## config.mk

```make
export PLATFORM = sky130hd
export DESIGN_NAME = impl_deconv
export DESIGN_NICKNAME = d
export VERILOG_FILES = /design/src/rtl/impl_conv_pkg.sv /design/src/rtl/impl_deconv_acc.sv /design/src/rtl/impl_deconv.sv
export SDC_FILE = /design/constraint.sdc
export NUM_CORES = 1
export LEC_CHECK = 0
export ABC_AREA = 0
export BUFFER_PORTS_ARGS = -buffer_cell sky130_fd_sc_hd__clkbuf_2
export CELL_PAD_IN_SITES_DETAIL_PLACEMENT = 0
export CELL_PAD_IN_SITES_GLOBAL_PLACEMENT = 1
export CORE_ASPECT_RATIO = 1.4
export CORE_UTILIZATION = 36
export CTS_BUF_LIST = sky130_fd_sc_hd__clkbuf_16
export CTS_CLUSTER_DIAMETER = 30
export CTS_CLUSTER_SIZE = 12
export DETAILED_ROUTE_END_ITERATION = 8
export GPL_TIMING_DRIVEN = 0
export HOLD_SLACK_MARGIN = 0.08
export PLACE_DENSITY_LB_ADDON = 0.1
export SETUP_SLACK_MARGIN = 0.3
export SLEW_MARGIN = 0
export SYNTH_ARGS = -nofsm -noshare
export SYNTH_HDL_FRONTEND = slang
export SYNTH_SLANG_ARGS = --single-unit
```

## constraint.sdc

```tcl
create_clock -name clk -period 2.2 [get_ports clk]
set_input_delay 0.66 -clock clk [delete_from_list [all_inputs] [get_ports clk]]
set_output_delay 0.66 -clock clk [all_outputs]
set_load 0.01 [all_outputs]
```

## src/rtl/impl_conv_pkg.sv

```systemverilog
// -----------------------------------------------------------------------------
// impl_conv_pkg
// Definitions shared by the delta encoder and decoder sides:
//   - state_e : reference-tracking FSM states (IDLE = no reference yet, RUN)
//   - SAT_EN  : build-time selection between saturating and wrapping adds
//   - accAdd  : accumulator + sign-extended delta helper, width-generic up to
//               ADD_W bits
// Configuration macro: IMPL_DECONV_SAT_EN
//   defined   -> delta additions saturate to [0, 2^width-1]
//   undefined -> delta additions wrap modulo 2^width
// -----------------------------------------------------------------------------
package impl_conv_pkg;

  typedef enum logic {
    IDLE = 1'b0,
    RUN  = 1'b1
  } state_e;

  // Widest datapath the helper supports. Callers zero/sign-extend into it.
  localparam int unsigned ADD_W = 32;

`ifdef IMPL_DECONV_SAT_EN
  localparam bit SAT_EN = 1'b1;
`else
  localparam bit SAT_EN = 1'b0;
`endif

  // accVal is an unsigned value of 'width' bits, zero-extended to ADD_W.
  // deltaSext is a two's-complement delta already sign-extended to ADD_W.
  // Two guard bits keep the true sum exact so saturation can see both
  // positive overflow and negative underflow.
  function automatic logic [ADD_W-1:0] accAdd(
    input logic [ADD_W-1:0] accVal,
    input logic [ADD_W-1:0] deltaSext,
    input int unsigned      width,
    input bit               satEn
  );
    logic        [ADD_W+1:0] one;
    logic        [ADD_W+1:0] mask;
    logic signed [ADD_W+1:0] sum;
    logic        [ADD_W+1:0] res;
    one  = {{(ADD_W+1){1'b0}}, 1'b1};
    mask = (one << width) - one;
    sum  = $signed({2'b00, accVal}) + $signed({{2{deltaSext[ADD_W-1]}}, deltaSext});
    if (satEn) begin
      if (sum[ADD_W+1]) begin
        res = '0;
      end else if (sum > $signed(mask)) begin
        res = mask;
      end else begin
        res = sum;
      end
    end else begin
      res = sum & mask;
    end
    return res[ADD_W-1:0];
  endfunction

endpackage

```

## src/rtl/impl_deconv_acc.sv

```systemverilog
// -----------------------------------------------------------------------------
// impl_deconv_acc
// Accumulator register plus its add/saturate datapath. The parent decides
// when to reload or add; this block only computes and holds the value.
// Ports:
//   clk, rst     : clock, synchronous active-high reset (clears accumulator)
//   load_i       : replace accumulator with data_i (absolute/sync beat)
//   add_i        : add sign-extended data_i to accumulator (delta beat)
//   data_i       : absolute value or two's-complement delta
//   acc_o        : current accumulator
//   acc_next_o   : value the accumulator takes on the next clock edge
// Configuration macro (via impl_conv_pkg): IMPL_DECONV_SAT_EN
// -----------------------------------------------------------------------------
module impl_deconv_acc
  import impl_conv_pkg::*;
#(
  parameter int unsigned COUNT_OF_BITS = 4
) (
  input  logic                     clk,
  input  logic                     rst,
  input  logic                     load_i,
  input  logic                     add_i,
  input  logic [COUNT_OF_BITS-1:0] data_i,
  output logic [COUNT_OF_BITS-1:0] acc_o,
  output logic [COUNT_OF_BITS-1:0] acc_next_o
);

  logic [COUNT_OF_BITS-1:0] acc_q;
  logic [COUNT_OF_BITS-1:0] acc_d;
  logic [ADD_W-1:0]         accWide;
  logic [ADD_W-1:0]         deltaWide;
  logic [ADD_W-1:0]         sumWide;
  logic                     unusedSumHi;

  assign accWide   = {{(ADD_W-COUNT_OF_BITS){1'b0}}, acc_q};
  assign deltaWide = {{(ADD_W-COUNT_OF_BITS){data_i[COUNT_OF_BITS-1]}}, data_i};
  assign sumWide   = accAdd(accWide, deltaWide, COUNT_OF_BITS, SAT_EN);

  // The helper already clamps or masks to COUNT_OF_BITS, so the upper
  // bits of its result are always zero.
  assign unusedSumHi = |sumWide[ADD_W-1:COUNT_OF_BITS];

  // Reload wins over add; with neither, the accumulator holds.
  always_comb begin
    acc_d = acc_q;
    if (load_i) begin
      acc_d = data_i;
    end else if (add_i) begin
      acc_d = sumWide[COUNT_OF_BITS-1:0];
    end
  end

  always_ff @(posedge clk) begin
    if (rst) begin
      acc_q <= '0;
    end else begin
      acc_q <= acc_d;
    end
  end

  assign acc_o      = acc_q;
  assign acc_next_o = acc_d;

endmodule

```

## src/rtl/impl_deconv.sv

```systemverilog
// -----------------------------------------------------------------------------
// impl_deconv
// Delta decoder: rebuilds absolute values from a stream of sync (absolute)
// beats and two's-complement delta beats, with a single registered output
// stage and valid/ready handshakes on both sides.
// Ports:
//   clk, rst   : clock, synchronous active-high reset
//   in_data    : absolute value (in_sync=1) or delta (in_sync=0)
//   in_sync    : marks in_data as an absolute reload
//   in_valid   : upstream beat present
//   in_ready   : beat can be accepted this cycle
//   out        : reconstructed value
//   out_valid  : out holds an unconsumed result
//   out_ready  : downstream takes out this cycle
//   acc        : current accumulator (observation)
//   err        : sticky, set by a delta arriving before any sync beat
// Configuration macro: IMPL_DECONV_SAT_EN (saturating instead of wrapping adds)
// -----------------------------------------------------------------------------
module impl_deconv
  import impl_conv_pkg::*;
#(
  parameter int unsigned COUNT_OF_BITS = 4
) (
  input  logic                     clk,
  input  logic                     rst,
  input  logic [COUNT_OF_BITS-1:0] in_data,
  input  logic                     in_sync,
  input  logic                     in_valid,
  output logic                     in_ready,
  output logic [COUNT_OF_BITS-1:0] out,
  output logic                     out_valid,
  input  logic                     out_ready,
  output logic [COUNT_OF_BITS-1:0] acc,
  output logic                     err
);

  state_e                   state_q;
  logic [COUNT_OF_BITS-1:0] out_q;
  logic [COUNT_OF_BITS-1:0] out_d;
  logic                     out_valid_q;
  logic                     err_q;
  logic                     accept;
  logic                     consume;
  logic                     loadAcc;
  logic                     addAcc;

  // Single output register: room exists when it is empty or being drained.
  assign in_ready = !rst && (!out_valid_q || out_ready);
  assign accept   = in_valid && in_ready;
  assign consume  = out_valid_q && out_ready;

  // Deltas seen in IDLE have no reference and are dropped.
  assign loadAcc = accept && in_sync;
  assign addAcc  = accept && !in_sync && (state_q == RUN);

  impl_deconv_acc #(
    .COUNT_OF_BITS(COUNT_OF_BITS)
  ) u_acc (
    .clk       (clk),
    .rst       (rst),
    .load_i    (loadAcc),
    .add_i     (addAcc),
    .data_i    (in_data),
    .acc_o     (acc),
    .acc_next_o(out_d)
  );

  // The output register always mirrors the freshly updated accumulator.
  always_ff @(posedge clk) begin
    if (rst) begin
      state_q     <= IDLE;
      out_q       <= '0;
      out_valid_q <= 1'b0;
      err_q       <= 1'b0;
    end else if (accept) begin
      case (state_q)
        IDLE: begin
          if (in_sync) begin
            out_q       <= out_d;
            out_valid_q <= 1'b1;
            state_q     <= RUN;
          end else begin
            err_q <= 1'b1;
            if (consume) begin
              out_valid_q <= 1'b0;
            end
          end
        end
        RUN: begin
          out_q       <= out_d;
          out_valid_q <= 1'b1;
        end
        default: begin
          state_q <= IDLE;
        end
      endcase
    end else if (consume) begin
      out_valid_q <= 1'b0;
    end
  end

  assign out       = out_q;
  assign out_valid = out_valid_q;
  assign err       = err_q;

endmodule

```

* Word level (Yosys, flattened, before mapping)
Index checks and enable logic that the tools add are counted.
Word-level totals: flip-flop bits (word level) 11, output and inout bits 11, word-level logic and storage cells 31
Cells by class: add/subtract/negate cells 1, eq/ne operators 1, mux-type cells 10, bitwise gates (word level) 2, reduce and logical (&&, ||, !) cells 12
Operators by type and width (number):
- $mux W4 | 3
- $pmux W4 S2 | 1
- $logic_and A1 B1 Y1 | 6
- $mux W1 | 5
- $add A4 B4 Y4 | 1
- $logic_not A1 Y1 | 3
- $reduce_and A3 Y1 | 1
- $ne A2 B2 Y1 const B | 1
- $not A1 Y1 | 2
- $pmux W1 S2 | 1
- $reduce_and A2 Y1 | 1
- $logic_or A1 B1 Y1 | 1

* Longest topological paths before layout
Gate-level depths: netlist of the first run.
depth in word-level cells 10, mapped depth 7, mapped depth without buffers 7

* By module
A second synthesis of the first run with hierarchy kept.
Unflattened totals: cell total of the unflattened synthesis 68, area, all modules 661.9 um^2
Modules (own cells, without submodules):
- impl_deconv | times used 1, cells an instance 27, area an instance 337.8 um^2, sequential area each 140.1 um^2
- impl_deconv_acc | times used 1, cells an instance 41, area an instance 324.1 um^2, sequential area each 80.1 um^2

* Worst setup path before layout of the first run
No wires, ideal clock.
path kind in2reg, start point input in_data[2], end point register out_q[3] (netlist: out[3]), library setup time 73 ps, arrival time 1834 ps, slack 293 ps, stages 5, path buffers 0, cells stage by stage ha_1 -> and3_1 -> or3_1 -> and3b_1 -> nor3_2
Between the ends: longest elaborated chain between the ends 5
RTL lines:
- start, declared | line impl_deconv.sv:26 | input logic [COUNT_OF_BITS-1:0] in_data,
- $add A4 B4 Y4 (*) | line impl_conv_pkg.sv:44 | sum = $signed({2'b00, accVal}) + $signed({{2{deltaSext[ADD_W-1]}}, deltaSext});
- $mux W4 (*) | line impl_deconv_acc.sv:48 | end else if (add_i) begin
- $mux W4 (*) | line impl_deconv_acc.sv:46 | if (load_i) begin
- $mux W4 | line impl_deconv.sv:78 | if (in_sync) begin
- $pmux W4 S2 (*) | line impl_deconv.sv:76 | case (state_q)
- end signal, assigned | line impl_deconv.sv:79 | out_q <= out_d;
- end signal, assigned | line impl_deconv.sv:90 | out_q <= out_d;
- end, declared | line impl_deconv.sv:38 | logic [COUNT_OF_BITS-1:0] out_q;
Every way passes the cells marked *; elsewhere a longest branch is shown, timed or not. The select of a mux whose other input is x is not followed. A chain may end at the register's enable or synchronous reset.

* Final worst setup path of the first run
start point input rst, end point output in_ready
Between the ends: longest elaborated chain between the ends 2
RTL lines:
- start, declared | line impl_deconv.sv:25 | input logic rst,
- $logic_not A1 Y1 | line impl_deconv.sv:48 | assign in_ready = !rst && (!out_valid_q || out_ready);
- $logic_and A1 B1 Y1 | line impl_deconv.sv:48
- end, declared | line impl_deconv.sv:29 | output logic in_ready,
No other way between the ends.

==> results of run 1 <==
-- kinds of logic after synthesis --
kind of cell / after synthesis / synth area share [%]
XOR/XNOR: 1 / 1.24
buffers and inverters: 9 / 6.54
flip-flops: 11 / 31.1
AO/OA/AOI/OAI: 27 / 24.9
adder cells (fa/ha/maj): 4 / 8.13
AND/OR/NAND/NOR: 30 / 28.1
-- registers in the layout, indices dropped and copies added (netlist names) --
register     cells
err              1
out              4
out_valid        1
state_q          1
u_acc.acc_o      4
-- area by class of cell --
| class | count | area (um2) | share of cell area (%) |
|---|---|---|---|
| clock buffer | 3 | 75.1 | 7.94 |
| multi-input combinational | 62 | 478 | 50.5 |
| timing repair buffer | 19 | 95.1 | 10.1 |
| inverter | 6 | 22.5 | 2.38 |
| clock inverter | 1 | 3.75 | 0.397 |
| buffer | 3 | 26.3 | 2.78 |
| tap | 20 | 25.0 | 2.65 |
| sequential | 11 | 220 | 23.3 |
-- worst max path at each step --
stage	startpoint	to	slack, ns
after floorplan	in_data[2]	out[3]	0.32
after global placement	in_data[0]	out[1]	0.07
after detailed placement	in_data[0]	out[1]	0.07
after CTS	in_data[0]	out[1]	0.31
after global routing	in_data[0]	u_acc.acc_o[2]	0.30
final	rst	in_ready	0.36
-- power by group through the flow --
| stage | Sequential (mW) | Clock (mW) | Combinational [mW] |
|---|---|---|---|
| floorplan | 0.232 | 0 | 0.0728 |
| global placement | 0.227 | 0 | 0.120 |
| detailed placement | 0.227 | 0 | 0.121 |
| CTS | 0.224 | 0.339 | 0.122 |
| global route | 0.226 | 0.341 | 0.148 |
| finish | 0.224 | 0.335 | 0.130 |
-- worst reg2reg max path: stages, from the launching register on --
cell and delay (ns):
dfxtp_1 0.38, ha_2 0.21, inv_1 0.05, fa_2 0.53
o22ai_2 0.08, a32oi_2 0.20, a211oi_1 0.09
-- routing by layer --
layer | wire length [um] | global-route usage, %
met1 | 767 | 22.0
met2 | 895 | 33.6
met3 | 57 | 3.66
met4 | 37 | 10.3
met5 | 0 | 0
-- stage by stage --
step / std cells / hold WS (ns) / instance area (um2) / setup WS (ns)
3_3_place_gp: 121 / 0.452 / 833 / 0.0675
5_1_grt: 125 / 0.490 / 946 / 0.305
3_5_place_dp: 121 / 0.460 / 833 / 0.0659
6_report: 125 / 0.465 / 946 / 0.358
4_1_cts: 125 / 0.470 / 912 / 0.305
2_1_floorplan: 82 / 0.505 / 713 / 0.317
-- timing repair --
item                                    4_1_cts  5_1_grt
setup buffers                                 0        0
endpoints found under the hold margin         0        0
gates resized for setup                       0        7
endpoints found under the setup margin        0        5
-- Yosys cell counts (all sizes together) --
master / instances
a211oi: 3
a21o: 1
a21oi: 5
a31oi: 1
a32oi: 1
and3: 1
and3b: 1
buf: 3
dfxtp: 11
fa: 1
ha: 3
inv: 6
nand2b: 1
nand3: 1
nand4: 1
nand4b: 1
nand4bb: 1
nor2: 11
nor2b: 3
nor3: 2
nor4b: 1
o2111ai: 1
o211ai: 1
o21ai: 10
o221ai: 1
o22ai: 2
o41a: 1
or2: 1
or2b: 1
or3: 1
or4: 3
xor2: 1
==> impl_metrics.yaml, run 1 <==
worst_setup_path:
  rr_endpoint: "out[1]"
  path_cells: "clkbuf_2 -> buf_4 -> nor2_1 -> clkbuf_2"
  start_kind: "primary input"
  crit_type: "primary input to output port"
  crit_path_end_kind: "output port"
  rrSetupSlack_ns: 0.52
  critical_path_buf_inv_count: 3
  critPathRequiredTime_ns: 1.54
  cp_max_fo: 10
  crit_family: "buffers and inverters"
  reg2reg_from: "u_acc.acc_o[0]"
  cpMostUsedCell: "clkbuf_2"
  cp.depth: 4
  r2r_cells: 6
  worstPathArrival_ns: 1.18
  slowest_delay_ns: 0.17
  slowest_stage: "buf_4"
global_route:
  grt_overflow: 0
  grt_max_degree: 11
  grt_usage_pct: 19.6
  grt_pass1_wl_mm: 2.83
  grt_pass1_vias: 662
  antenna_found_initial: 0
yosys:
  ys_types: 39
  ys_seq_area_share_pct: 31.1
  synth_area_leader_cell: "dfxtp_1"
  synth_area_leaders: "dfxtp_1 31%, o21ai_0 6.4%, ha_1 5.3%, nor2_1 5.3%, a21oi_1 3.5%"
  syn-instance-count: 82
  avgSynthCellArea_um2: 8.64
  yosysWarnings: 0
  synthesis.nets: 95
  syn_area_um2: 708
  ys_seq_elements: 11
  synth_top_area_share_pct: 31.1
sta:
  fin_skew_ns: 0.00113
  post-route-period-util_pct: 83.7
  worst_slew_pin_slew_ns: 0.350
  final-hold-violation-count: 0
  final-setup-viol-count: 0
  finalSetupTns_ns: 0
  post-route-min-period_ns: 1.84
  slew_viol_final: 0
  relSlewSlack_pct: 76.6
  rsz0062_at_grt: "no"
  fmax_ghz: 0.543
clocking:
  htreeDepth: 1
  cts_buffers: 3
  cts_buffer_depth: 2
  clock-sinks: 11
  cts_root_buffer: "clkbuf_16"
  postCtsHoldBufs: 0
  clk_latency_ns: 0.24
  cts_tree: "yes"
  clk_pin_slew_worst_paths_ns: 0.04
power:
  ir_drop_mv: 0.373
  switching_share_pct: 25.8
  power_switching_mw: 0.177
  powerDensity_nw_per_um2: 728
  p_int_mw: 0.511
  power.total_mw: 0.689
  power_frac_clock_pct: 48.6
  sequentialPowerShare_pct: 32.6
  comb_power_share_pct: 18.8
  power.leakage_nw: 0.405
place:
  io_buffers: 19
  globalplace.congestion: 0.783
  place_hpwl_mm: 1.31
drt:
  ant_nets: 0
  drt_iter0_drc: 8
  wl_mm: 1.76
  vias: 700
  route.detailed.drc: 0
  drt_first_pass_iters: 4
  wl_per_cell_um: 14.1
  vias_per_cell: 5.60
flow_run:
  maxCapViolations: 0
cells_and_area:
  mostFrequentLayoutCells: "19 x clkbuf_2, 11 x dfxtp_1, 10 x nor2_1"
  nets: 119
  drive_gt1_share_pct: 38.1
  syn_to_final_growth_pct: 33.6
  layout_commonest_cell: "clkbuf_2"
  fillCellCount: 195
  num_antenna_cells: 0
  final_core_util_pct: 52.5
die:
  placementRows: 18
  die_w_um: 39.5
  start_util_pct: 39.3
  core_um2: 1800
  dieHeight_um: 54.5
  pin_count: 20
  die_area_um2: 2150
hold_path:
  min-delay-start: "err"
  holdPathEnd: "err"
  hold_path.class: "flip-flop to flip-flop"
  worstHoldPathCells: 2
status:
  status: "finished clean"
Note: power is estimated with default switching activity, not from simulation.
==> run 2: changes to the inputs <==
- clock period: 2.2 -> 1.8 ns (I/O delays scaled with it)
==> run 2 against run 1 <==
Effect of this change: setup slack lost 0.13 ns; non-clock buffer count is 9 higher; first-iteration DRC count grew 50%; cell count increased by 7.2%; sequential share of layout area down 2.4 points; sequential power up 23%; global-route usage is 1.4 points higher; clock skew rose by 0.0023 ns; largest cell class unchanged; largest power group unchanged.
==> impl_metrics.yaml, run 2 (synthesis gave the netlist of run 1 again) <==
status:
  status: "finished clean"
die:
  die_w_um: 39.5
  placementRows: 18
  start_util_pct: 39.3
  pin_count: 20
  dieHeight_um: 54.5
  core_um2: 1800
  die_area_um2: 2150
clocking:
  cts_tree: "yes"
  cts_root_buffer: "clkbuf_16"
  clk_pin_slew_worst_paths_ns: 0.04
  clk_latency_ns: 0.24
  cts_buffers: 3
  htreeDepth: 1
  clock-sinks: 11
  cts_buffer_depth: 2
hold_path:
  worstHoldPathCells: 2
  holdPathEnd: "err"
  min-delay-start: "err"
  hold_path.class: "flip-flop to flip-flop"
worst_setup_path:
  worstPathArrival_ns: 1.69
  path_cells: "buf_8 -> ha_4 -> inv_2 -> fa_2 -> o22ai_2 -> a32oi_2 -> a211oi_2"
  slowest_stage: "fa_2"
  rrSetupSlack_ns: 0.24
  r2r_cells: 6
  start_kind: "primary input"
  critPathRequiredTime_ns: 1.91
  slowest_delay_ns: 0.53
  reg2reg_from: "u_acc.acc_o[0]"
  critical_path_buf_inv_count: 2
  crit_path_end_kind: "flip-flop"
  cp_max_fo: 2
  crit_type: "primary input to flip-flop"
  crit_family: "adder cells"
  rr_endpoint: "out[1]"
drt:
  drt_first_pass_iters: 4
  vias: 731
  vias_per_cell: 5.46
  drt_iter0_drc: 12
  wl_per_cell_um: 14.1
  ant_nets: 0
  wl_mm: 1.89
  route.detailed.drc: 0
sta:
  fmax_ghz: 0.634
  relSlewSlack_pct: 74.5
  final-setup-viol-count: 0
  fin_skew_ns: 0.00339
  post-route-min-period_ns: 1.58
  slew_viol_final: 0
  post-route-period-util_pct: 87.6
  worst_slew_pin_slew_ns: 0.377
  final-hold-violation-count: 0
  rsz0062_at_grt: "yes"
  hold_ws_ns: 0.473
cells_and_area:
  fillCellCount: 160
  drive_gt1_share_pct: 53.5
  layout_commonest_cell: "clkbuf_2"
  mostFrequentLayoutCells: "15 x clkbuf_2, 10 x buf_4, 9 x nor2_1"
  syn_to_final_growth_pct: 56.0
  fin_area_um2: 1100
  seqCellArea_um2: 230
  num_antenna_cells: 0
  multi_input_area_um2: 526
  nets: 128
power:
  power.total_mw: 0.872
  power_switching_mw: 0.220
  p_int_mw: 0.652
  switching_share_pct: 25.2
  comb_power_share_pct: 22.5
  ir_drop_mv: 0.660
  sequentialPowerShare_pct: 31.6
  power.leakage_nw: 0.458
  power_frac_clock_pct: 46.0
  powerDensity_nw_per_um2: 789
global_route:
  grt_max_degree: 11
  grt_usage_pct: 21.0
  antenna_found_initial: 0
  grt_pass1_wl_mm: 3.02
  grt_overflow: 0
  grt_pass1_vias: 682
flow_run:
  maxCapViolations: 0
place:
  io_buffers: 19
  place_hpwl_mm: 1.37
  globalplace.congestion: 0.782
  dpl_cell_area_um2: 882
-- run 2: cell types whose count changed in the layout (fill, tap and decap cells not counted), sizes merged --
| cell | delta |
|---|---|
| buf | +13 |
| clkbuf | -4 |
-- run 2: final cells by class --
type	instances	share of cell area [%]
Multi-Input combinational cell	62	47.6
Inverter	6	2.04
Clock buffer	3	6.80
Clock inverter	1	0.340
Sequential cell	11	20.8
Timing Repair Buffer	28	17.4
Tap cell	20	2.27
Buffer	3	2.72
-- run 2: what timing repair did --
item	CTS	global route
resized for setup	12	10
hold buffers	0	0
pin swaps	7	10
buffers inserted	6	3
endpoints found under the setup margin	7	7
cloned	0	0
hold endpoints to repair	0	0
-- run 2: per-stage QoR --
step / TNS [ns] / util (%) / setup slack [ns] / std cells
final: 0 / 61.3 / 0.223 / 134
after global routing: 0 / 61.3 / 0.173 / 134
after CTS: 0 / 58.7 / 0.201 / 131
after detailed placement: -0.152 / 49.0 / -0.0710 / 121
after global placement: -0.115 / 49.0 / -0.0671 / 121
after floorplan: 0 / - / 0.145 / 82
-- run 2: power groups by stage --
| stage | clock network [mW] | registers (mW) | logic [mW] |
|---|---|---|---|
| floorplan | 0 | 0.286 | 0.0988 |
| global placement | 0 | 0.279 | 0.159 |
| detailed placement | 0 | 0.280 | 0.161 |
| CTS | 0.403 | 0.277 | 0.181 |
| global route | 0.416 | 0.277 | 0.216 |
| finish | 0.401 | 0.275 | 0.196 |
-- run 2: worst max path at each step --
stage	startpoint	endpoint	slack [ns]	cells past startpoint
after floorplan	in_data[0]	out[1]	0.14	6
after global placement	in_data[0]	out[1]	-0.07	7
after detailed placement	in_data[0]	out[1]	-0.07	7
after CTS	in_data[0]	out[1]	0.20	7
after global routing	in_data[0]	out[1]	0.17	7
final	in_data[0]	out[1]	0.22	7
-- run 2: worst min-delay path: stages, from the launching register on --
cell     delay, ns
dfxtp_1       0.32
a21oi_1       0.04
nor2_1        0.07
-- run 2: metal layers --
metal / routed length, um / global-route usage, % / up-vias
met5: 0 / 0 / -
met4: 15 / 8.62 / 0
met3: 55 / 3.66 / 2
met2: 1010 / 35.0 / 16
met1: 802 / 25.9 / 343
li1: - / - / 370
